File: config.mk
export PLATFORM = sky130hd
export DESIGN_NAME = depacketizer
export DESIGN_NICKNAME = d
export VERILOG_FILES = /design/src/rtl/depacketizer.sv
export SDC_FILE = /design/constraint.sdc
export NUM_CORES = 1
export LEC_CHECK = 0
export ABC_AREA = 1
export CAP_MARGIN = 20
export CORE_MARGIN = 4
export CORE_UTILIZATION = 50
export CTS_CLUSTER_DIAMETER = 60
export DETAILED_ROUTE_END_ITERATION = 7
export GPL_ROUTABILITY_DRIVEN = 0
export PLACE_DENSITY = 0.84
export SLEW_MARGIN = 30
export SYNTH_ARGS = -nofsm -noshare
export SYNTH_HDL_FRONTEND = slang
export SYNTH_SLANG_ARGS = --single-unit
File: constraint.sdc
create_clock -name clk -period 6.3 [get_ports clk]
set_clock_uncertainty 0.2 [all_clocks]
set_input_delay 0.63 -clock clk [delete_from_list [all_inputs] [get_ports clk]]
set_output_delay 0.63 -clock clk [all_outputs]
set_load 0.01 [all_outputs]
File: src/rtl/depacketizer.sv
// depacketizer
// Parses Ethernet/IPv4/UDP frames from a byte-wide MAC receive port. It accepts
// only frames addressed to local_mac / local_ip / local_port that have the
// fixed sample-stream layout. For each accepted frame it streams the 366 I/Q
// samples to a sample sink and reports the frame's 64-bit sequence number.
//
// Ports
//   clk, rst          clock; synchronous active-high reset
//   rx_clk            receive clock handed back to the MAC (driven from clk)
//   rx_data           receive byte
//   rx_dval           rx_data is valid this cycle
//   rx_sop            start of frame, qualified by rx_dval
//   rx_eop            end of frame, qualified by rx_dval
//   rx_err            error on this byte, qualified by rx_dval
//   rx_rdy            MAC may present data (high whenever out of reset)
//   wr_en             one-cycle write strobe to the sample sink
//   wr_data           written sample {I[15:0], Q[15:0]}
//   wr_full           sink cannot accept a write
//   seq_num           sequence value of the last accepted frame
//   seq_valid         one-cycle pulse per accepted frame
//   seq_gap           pulses with seq_valid when the sequence did not advance by one
//   frames_ok         saturating count of accepted frames
//   frames_drop       saturating count of dropped frames
//   samples_ovf       saturating count of samples lost to wr_full
module depacketizer #(
    parameter logic [47:0] local_mac  = 48'h02_12_34_56_78_90,
    parameter logic [31:0] local_ip   = {8'd192, 8'd168, 8'd2, 8'd1},
    parameter logic [15:0] local_port = 16'd32179
) (
    input  logic        clk,
    input  logic        rst,
    output logic        rx_clk,
    input  logic [7:0]  rx_data,
    input  logic        rx_dval,
    input  logic        rx_sop,
    input  logic        rx_eop,
    input  logic        rx_err,
    output logic        rx_rdy,
    output logic        wr_en,
    output logic [31:0] wr_data,
    input  logic        wr_full,
    output logic [63:0] seq_num,
    output logic        seq_valid,
    output logic        seq_gap,
    output logic [15:0] frames_ok,
    output logic [15:0] frames_drop,
    output logic [15:0] samples_ovf
);

    localparam logic [10:0] HDR_LAST     = 11'd49;
    localparam logic [10:0] PAYLOAD_FIRST = 11'd50;
    localparam logic [10:0] LAST_BYTE    = 11'd1513;

    typedef enum logic [1:0] {IDLE, HDR, PAYLOAD, DISCARD} state_t;

    state_t      state;
    state_t      next_state;

    // Index the next in-frame byte will carry; only valid bytes advance it.
    logic [10:0] byte_idx;
    logic [10:0] cur_b;
    logic [2:0]  seq_lane;

    logic        frame_byte;
    logic        abort_prev;
    logic        hdr_ok;
    logic        byte_fail;
    logic        accept;
    logic        sample_done;

    logic [15:0] i_sample;
    logic [7:0]  q_lo;
    logic [63:0] seq_cap;
    logic        have_prev;

    assign rx_clk = clk;
    assign rx_rdy = ~rst;

    // Sequence bytes b42..b49 land little-endian; b42 has low bits 3'd2.
    assign seq_lane = cur_b[2:0] - 3'd2;

    function automatic logic [15:0] sat_add(input logic [15:0] cnt, input logic [1:0] inc);
        logic [16:0] sum;
        sum = {1'b0, cnt} + {15'd0, inc};
        return sum[16] ? 16'hFFFF : sum[15:0];
    endfunction

    always_ff @(posedge clk) begin
        if (rst) begin
            state <= IDLE;
        end else begin
            state <= next_state;
        end
    end

    always_comb begin
        next_state  = state;
        cur_b       = rx_sop ? 11'd0 : byte_idx;
        frame_byte  = 1'b0;
        abort_prev  = 1'b0;
        hdr_ok      = 1'b1;
        byte_fail   = 1'b0;
        accept      = 1'b0;
        sample_done = 1'b0;

        // Only the fixed header fields are checked; everything else is don't-care.
        case (cur_b)
            11'd0:   hdr_ok = (rx_data == local_mac[47:40]);
            11'd1:   hdr_ok = (rx_data == local_mac[39:32]);
            11'd2:   hdr_ok = (rx_data == local_mac[31:24]);
            11'd3:   hdr_ok = (rx_data == local_mac[23:16]);
            11'd4:   hdr_ok = (rx_data == local_mac[15:8]);
            11'd5:   hdr_ok = (rx_data == local_mac[7:0]);
            11'd12:  hdr_ok = (rx_data == 8'h08);
            11'd13:  hdr_ok = (rx_data == 8'h00);
            11'd14:  hdr_ok = (rx_data == 8'h45);
            11'd16:  hdr_ok = (rx_data == 8'h05);
            11'd17:  hdr_ok = (rx_data == 8'hDC);
            11'd23:  hdr_ok = (rx_data == 8'h11);
            11'd30:  hdr_ok = (rx_data == local_ip[31:24]);
            11'd31:  hdr_ok = (rx_data == local_ip[23:16]);
            11'd32:  hdr_ok = (rx_data == local_ip[15:8]);
            11'd33:  hdr_ok = (rx_data == local_ip[7:0]);
            11'd36:  hdr_ok = (rx_data == local_port[15:8]);
            11'd37:  hdr_ok = (rx_data == local_port[7:0]);
            11'd38:  hdr_ok = (rx_data == 8'h05);
            11'd39:  hdr_ok = (rx_data == 8'hC8);
            default: hdr_ok = 1'b1;
        endcase

        if (rx_dval) begin
            // A start byte always restarts parsing; a frame still in HDR or
            // PAYLOAD has not been counted yet, so it is dropped here.
            if (rx_sop) begin
                frame_byte = 1'b1;
                abort_prev = (state == HDR) || (state == PAYLOAD);
            end else if ((state == HDR) || (state == PAYLOAD)) begin
                frame_byte = 1'b1;
            end else if ((state == DISCARD) && rx_eop) begin
                next_state = IDLE;
            end

            if (frame_byte) begin
                // End of frame must coincide exactly with the last byte.
                byte_fail = rx_err | ~hdr_ok | (rx_eop != (cur_b == LAST_BYTE));
                if (byte_fail) begin
                    next_state = rx_eop ? IDLE : DISCARD;
                end else if (cur_b == LAST_BYTE) begin
                    next_state = IDLE;
                    accept     = 1'b1;
                end else if (cur_b < HDR_LAST) begin
                    next_state = HDR;
                end else begin
                    next_state = PAYLOAD;
                end
                sample_done = ~byte_fail && (cur_b >= PAYLOAD_FIRST) && (cur_b[1:0] == 2'b01);
            end
        end
    end

    always_ff @(posedge clk) begin
        if (rst) begin
            byte_idx    <= 11'd0;
            i_sample    <= 16'd0;
            q_lo        <= 8'd0;
            seq_cap     <= 64'd0;
            have_prev   <= 1'b0;
            wr_en       <= 1'b0;
            wr_data     <= 32'd0;
            seq_num     <= 64'd0;
            seq_valid   <= 1'b0;
            seq_gap     <= 1'b0;
            frames_ok   <= 16'd0;
            frames_drop <= 16'd0;
            samples_ovf <= 16'd0;
        end else begin
            wr_en     <= 1'b0;
            seq_valid <= 1'b0;
            seq_gap   <= 1'b0;

            if (frame_byte) begin
                byte_idx <= cur_b + 11'd1;
            end

            if (frame_byte && (cur_b >= 11'd42) && (cur_b <= HDR_LAST)) begin
                seq_cap[{seq_lane, 3'b000} +: 8] <= rx_data;
            end

            // Payload bytes per sample arrive as I lo, I hi, Q lo, Q hi.
            if (frame_byte && (cur_b >= PAYLOAD_FIRST)) begin
                case (cur_b[1:0])
                    2'b10:   i_sample[7:0]  <= rx_data;
                    2'b11:   i_sample[15:8] <= rx_data;
                    2'b00:   q_lo           <= rx_data;
                    default: ;
                endcase
            end

            if (sample_done) begin
                if (!wr_full) begin
                    wr_en   <= 1'b1;
                    wr_data <= {i_sample, rx_data, q_lo};
                end else begin
                    samples_ovf <= sat_add(samples_ovf, 2'd1);
                end
            end

            if (accept) begin
                seq_num   <= seq_cap;
                seq_valid <= 1'b1;
                seq_gap   <= have_prev && (seq_cap != seq_num + 64'd1);
                have_prev <= 1'b1;
                frames_ok <= sat_add(frames_ok, 2'd1);
            end

            // A restart byte can drop the old frame and fail the new one at once.
            frames_drop <= sat_add(frames_drop, {1'b0, abort_prev} + {1'b0, byte_fail});
        end
    end

endmodule

; Word-level counts from Yosys, hierarchy flattened
; Cells that the tools add are included.
[totals]
regBits = 249
latch_bits = 0
mem_bits_rw = 0
rom_bits = 0
in_bits = 15
out_inout_bits = 149
elab_cells = 136
n_memories = 0
[classes]
n_addsub = 8
n_mul = 0
div_mod_pow = 0
magnitude_cmp = 4
eq_ne = 47
shift = 2
n_mux = 30
bitwise = 8
n_reduce_logical = 22
[op_table]
columns = op, n
row1 = == test 11 x 6 -> 1 bit (second input constant), 6
row2 = adder 64 x 1 -> 64 bit (second input constant), 1
row3 = bitwise mux 64 bit, 1
row4 = inequality test 64 bit, 1
row5 = variable shift 8 x 8 -> 64 bit (first input constant), 1
row6 = variable part select 8 x 8 -> 64 bit, 1
row7 = == test 11 x 5 -> 1 bit (second input constant), 5
row8 = == test 8 bit (second input constant), 6
row9 = two-way mux 16 bit, 3
row10 = adder 16 x 1 -> 17 bit (second input constant), 2
row11 = == test 11 x 4 -> 1 bit (second input constant), 3
row12 = == test 8 x 7 -> 1 bit (second input constant), 4
row13 = == test 11 x 2 -> 1 bit (second input constant), 2
row14 = == test 11 x 3 -> 1 bit (second input constant), 2
row15 = >= comparator 11 x 6 -> 1 bit (second input constant), 2
row16 = one-hot mux 1 bit (18 select lines), 1
row17 = adder 16 x 2 -> 17 bit, 1
row18 = == test 8 x 5 -> 1 bit (second input constant), 2
row19 = two-way mux 1 bit, 16
row20 = two-way mux 2 bit, 8
row21 = adder 11 x 1 -> 11 bit (second input constant), 1
row22 = == test 11 x 1 -> 1 bit (second input constant), 1
row23 = == test 11 bit (second input constant), 1
row24 = <= comparator 11 x 6 -> 1 bit (second input constant), 1
row25 = 25 further kinds, 49

; Logic depth before layout (Yosys ltp)
; Gate-level depths: netlist of the first run.
[depth]
depth_word = 14
depth_mapped = 33

==> summary.txt, run 1 <==
status: finished, violations left
failing checks: design-rule violations
Setup Buffers After CTS: 0
WL final: 42,710 um
clock slew at reported path FFs: 0.06 ns
DR WL/cell: 17.54 um
Area Growth Syn to Fin: 20.56%
final hold viol count: 0
post-route antenna net violation count: 0
Initial Util: 50.64%
Chip Width: 172.8 um
Worst VDD drop: 221.1 uV
P_int: 0.002666 W
antenna cells: 0
syn_nets: 1,973
Final Max Tran Viols: 0
CP Class: input port to flop
Post-CTS Resized: 0
relative slew slack: 37.97%
fin crit share: 83.78%
Adder-Cell Fraction of Synth Area: 1.530%
vias in the first global route: 13,466
Max-cap violations: 0
layout cells sized above 1: 6.065%
critical path capture point type: flop
FF+latch count, synth: 249
largest net degree at the start of global routing: 124
CTS tree: yes
syn avg cell area: 6.989 um2
Seq/Total Area, Yosys: 36.73%
drt drc: 43
hold_buf cts: 0
Placed Cells incl. Taps: 2,383
number of synthesized flops with an enable pin: 0
Port Buffers: 163
Async SR Flop Fraction: 0%
final setup violation count: 0
core area: 26,800 um2
top post-synthesis cells by area: dfxtp_1 (37%), nand2_1 (7.7%), xor2_1 (7.5%)
Vert. Die Dim: 172.8 um
cell taking the most area after synthesis: dfxtp_1
commonest non-fill, non-tap cell in the layout: nand2_1
Power per Cell Area: 212.4 nW/um2
RSZ-0062 raised after global routing: false
clk_lat worst skew: 0.67 ns
TNS Setup: 0 ns
Layout Nets: 2,105
antenna violations before repair: 0
sequential power share: 45.5%
Final Non-Filler Cells: 2,435
via count: 14,065
Synth Area in XOR/XNOR: 9.015%
first-pass GRT wire length: 67,840 um
Synth Area in Compound Gates: 16.02%
CP peak stage delay: 0.57 ns
Net Switching: 0.0008087 W
worst-margin pin slew: 0.9294 ns
Hold Crit Class: flop to flop
yosys warns: 0
Final min period: 5.278 ns
drt initial violations: 1,734
crit path DAT: 5.69 ns
LEAKAGE: 6.093 nW
area of the mapped netlist: 13,570 um2
maximum clock rate: 189.5 MHz
Total GRT Usage: 27.10%
crit path max-delay cell type: clkdlybuf4s50_1
Boundary Pins: 164
share of power burned in combinational logic: 4.1%
hpwl dp: 30,560 um
largest family of logic cells by synthesized area: simple AND/OR/NAND/NOR gates
drt via density: 5.776
simple-gate share of the synthesized area: 28.12%
GRT overflow: 0
Top FF cell, synth: dfxtp_1
crit-path max FO: 21
die area: 29,850 um2
post-synthesis mux area share: 0%
sw frac: 23.27%
drt first pass iters: 8
Distinct cells, synth: 45
power share of the clock group: 50.4%
WP data required: 6.71 ns
commonest cells after routing, fill and taps aside: nand2_1 (279), dfxtp_1 (249), nor2_1 (224)
Startpoint Class: input port
area share of the largest cell type after synthesis: 36.73%
row cnt: 60
worst hold slack: 0.2522 ns
Synth Instances: 1,942
## worst paths after layout
kind,depth (start not counted),from,slack (ns),end
min reg2reg,2,have_prev,0.25,seq_gap
max reg2reg,28,byte_idx[1],1.37,frames_drop[13]
min,2,have_prev,0.25,seq_gap
max,30,rx_sop,1.02,frames_drop[13]
## Yosys cell counts (8+ instances only)
cell type	instances
a211oi_1	11
a21oi_1	191
buf_2	11
buf_6	8
clkbuf_1	52
dfxtp_1	249
ha_1	15
inv_1	200
nand2_1	279
nand2_2	15
nand3_1	118
nand4_1	46
nor2_1	225
nor2_2	15
nor3_1	72
nor4_1	30
o21ai_0	162
o21ai_1	40
or2_2	11
xnor2_1	16
xor2_1	116
## per-stage QoR
| stage | utilization [%] | instance area [um2] | setup slack (ns) | power, W |
|---|---|---|---|---|
| 2_1_floorplan | - | 13570 | 1.378 | 0.001720 |
| 3_3_place_gp | 57.34 | 15370 | 0.6699 | 0.001767 |
| 3_5_place_dp | 57.34 | 15370 | 0.4634 | 0.001769 |
| 4_1_cts | 61.03 | 16360 | 1.111 | 0.003485 |
| 5_1_grt | 61.06 | 16360 | 0.5176 | 0.003571 |
| 6_report | 61.06 | 16360 | 1.022 | 0.003475 |
## registers in the layout (all words and copies together) (netlist names)
name,flops
seq_cap,64
frames_ok,16
wr_data,32
i_sample,16
seq_gap,1
seq_valid,1
samples_ovf,16
q_lo,8
seq_num,64
byte_idx,11
have_prev,1
state,2
wr_en,1
frames_drop,16
## worst max-delay path, delay by kind of cell
| kind | cells | cell delay [ns] |
|---|---|---|
| AOI/OAI and AO/OA | 3 | 0.38 |
| adders and majority gates | 3 | 0.77 |
| buffers and inverters | 8 | 1.55 |
| and+or+nand+nor | 16 | 2.34 |
## kinds of logic after synthesis
logic type / after synthesis
compound gates: 420
xor+xnor: 135
fa+ha+maj: 16
buf+inv: 288
flops: 249
simple gates: 834
## final cells by class
| cell class | count | area [um2] |
|---|---|---|
| fillers | 2329 | 10440 |
| clock inverters | 12 | 171.4 |
| repair buffers | 177 | 1733 |
| multi-input cells | 1405 | 7426 |
| flip-flops and latches | 249 | 4985 |
| well taps | 341 | 426.7 |
| inverters | 210 | 793.3 |
| clock buffers | 41 | 828.3 |
## power by group through the flow
| stage | combinational (W) | clock (W) | sequential, W |
|---|---|---|---|
| 2_1_floorplan | 0.0000915 | 0.0000131 | 0.00162 |
| 3_3_place_gp | 0.000135 | 0.0000161 | 0.00162 |
| 3_5_place_dp | 0.000137 | 0.0000161 | 0.00162 |
| 4_1_cts | 0.000138 | 0.00177 | 0.00158 |
| 5_1_grt | 0.000154 | 0.00184 | 0.00158 |
| 6_report | 0.000143 | 0.00175 | 0.00158 |
## per-layer routing
metal  wire length (um)  global-route usage, %  part of all wire, %  up-vias
met5                  0                      0                    0        -
met4               2054                  12.11                  4.8        0
met3               4707                  6.012                   11      162
met2              18770                  43.61                   44      865
met1              17180                  35.11                   40     6333
li1                   -                      -                    -     6705
No activity file was read; power rests on OpenSTA's default activity.
==> run 2, diff against run 1 <==
- PLACE_DENSITY: 0.84 -> 0.87
- clock period: 6.3 -> 4.5 ns (I/O delays scaled with it)
==> run 2 against run 1 <==
Against the previous run: the flow now finishes without violations; clock power is 37% higher; die area stayed put; final cell count is 2.4% higher; clock-buffer cell count is 2 higher; critical path type is now flop to flop; largest power group unchanged; highest routed layer unchanged.
==> summary.txt, run 2 (synthesis gave the netlist of run 1 again) <==
status: complete, no violations
P_int: 0.003718 W
sequential power share: 45.7%
share of power burned in combinational logic: 4.8%
clock slew at reported path FFs: 0.06 ns
hold path startpoint: rst
Initial Util: 50.64%
vias in the first global route: 14,072
R2R Path Start: byte_idx[1]
CTS tree: yes
Net Switching: 0.001122 W
TNS Setup: 0 ns
fin crit share: 92.67%
final hold viol count: 0
antenna violations before repair: 0
Boundary Pins: 164
Chip Width: 172.8 um
GRT overflow: 0
critical path capture point type: flop
worst-margin pin slew: 0.9938 ns
Vert. Die Dim: 172.8 um
commonest cells after routing, fill and taps aside: nand2_1 (277), dfxtp_1 (249), nor2_1 (220)
Final min period: 4.170 ns
Max-cap violations: 0
drt drc: 0
core area: 26,800 um2
crit-path max FO: 4
drt via density: 5.789
Final Max Tran Viols: 0
relative slew slack: 33.50%
WP data required: 4.91 ns
Power per Cell Area: 287.2 nW/um2
sw frac: 23.19%
CP peak stage delay: 0.37 ns
clk_lat worst skew: 0.67 ns
Filler cells: 2,205
via count: 14,431
Hold Crit Class: input port to flop
Largest regs: seq_cap x64, seq_num x64, wr_data x32
RSZ-0062 raised after global routing: false
total power: 0.004840 W
CP Class: flop to flop
maximum clock rate: 239.8 MHz
Layout Nets: 2,165
drt initial violations: 1,959
Multi-input gate area: 7467 um2
layout cells sized above 1: 9.201%
Worst VDD drop: 329.2 uV
power share of the clock group: 49.5%
hold_buf cts: 0
Startpoint Class: flop
first-pass GRT wire length: 70,930 um
DR WL/cell: 17.82 um
largest net degree at the start of global routing: 79
antenna cells: 0
crit path DAT: 4.58 ns
Total GRT Usage: 28.31%
Port Buffers: 163
crit path max-delay cell type: fa_1
post-route antenna net violation count: 0
hpwl dp: 32,460 um
R2R setup slack: 0.33 ns
drt first pass iters: 7
commonest non-fill, non-tap cell in the layout: nand2_1
WL final: 44,430 um
Area Growth Syn to Fin: 24.17%
final setup violation count: 0
row cnt: 60
CP startpoint: byte_idx[1]
LEAKAGE: 6.399 nW
Reg area: 4985 um2
die area: 29,850 um2
[run 2: changes by cell type in the layout (fill, tap and decap cells not counted), moves of 2 or more]
cell,delta
nand2_2,+2
clkbuf_8,+2
clkinv_4,-2
buf_4,+59
nor2_1,-4
nor2_2,+3
nor3_1,-2
inv_1,-4
inv_2,+4
nand2_1,-2
buf_12,+2
[run 2: layer usage]
| layer | GRT usage [%] | vias up | share of wire (%) |
|---|---|---|---|
| met1 | 35.49 | 6559 | 39 |
| met5 | 0 | - | 0 |
| met3 | 6.996 | 202 | 11 |
| li1 | - | 6818 | - |
| met2 | 45.65 | 852 | 45 |
| met4 | 14.13 | 0 | 5.3 |
[run 2: path summary, 6_finish.rpt]
path	endpoint	cells after the start
setup / recovery	frames_drop[10]	32
hold / removal	wr_data[26]	4
setup reg to reg	frames_drop[10]	32
hold reg to reg	have_prev	2
[run 2: power by group through the flow]
stage          clock [W]  sequential [W]  combinational (W)
2_1_floorplan  0.0000183         0.00226           0.000128
3_3_place_gp   0.0000226         0.00226           0.000215
3_5_place_dp   0.0000226         0.00226           0.000221
4_1_cts          0.00242         0.00221           0.000222
5_1_grt          0.00252         0.00221           0.000247
6_report         0.00240         0.00221           0.000230
[run 2: critical path: cells and delay by family, from the launching register on]
kind            cells  cell delay [ns]
compound gates      1             0.06
fa+ha+maj           3             0.75
buf+inv            10             0.91
flops               1             0.31
simple gates       18             1.91
[run 2: final cells by class]
class | count | share of cell area, %
Tap cell | 341 | 2.532
Sequential cell | 249 | 29.58
Multi-Input combinational cell | 1405 | 44.31
Clock buffer | 43 | 5.078
Timing Repair Buffer | 237 | 13.10
Clock inverter | 8 | 0.7053
Inverter | 210 | 4.707
[run 2: stage by stage]
step	worst slack (ns)	utilization [%]	hold WS [ns]	std cells	area, um2
final	0.3297	62.89	0.1213	2493	16850
after global routing	0.02566	62.89	0.1417	2493	16850
after CTS	0.2001	62.70	0.1129	2492	16800
after detailed placement	-0.4594	59.10	0.2394	2442	15840
after global placement	-0.1678	59.10	0.2371	2442	15840
after floorplan	0.01890	-	0.2170	1942	13580
[run 2: repair_timing]
action	in CTS	in global routing
endpoints found under the hold margin	0	0
endpoints found under the setup margin	0	15
resized for setup	0	16
buffers inserted	0	1
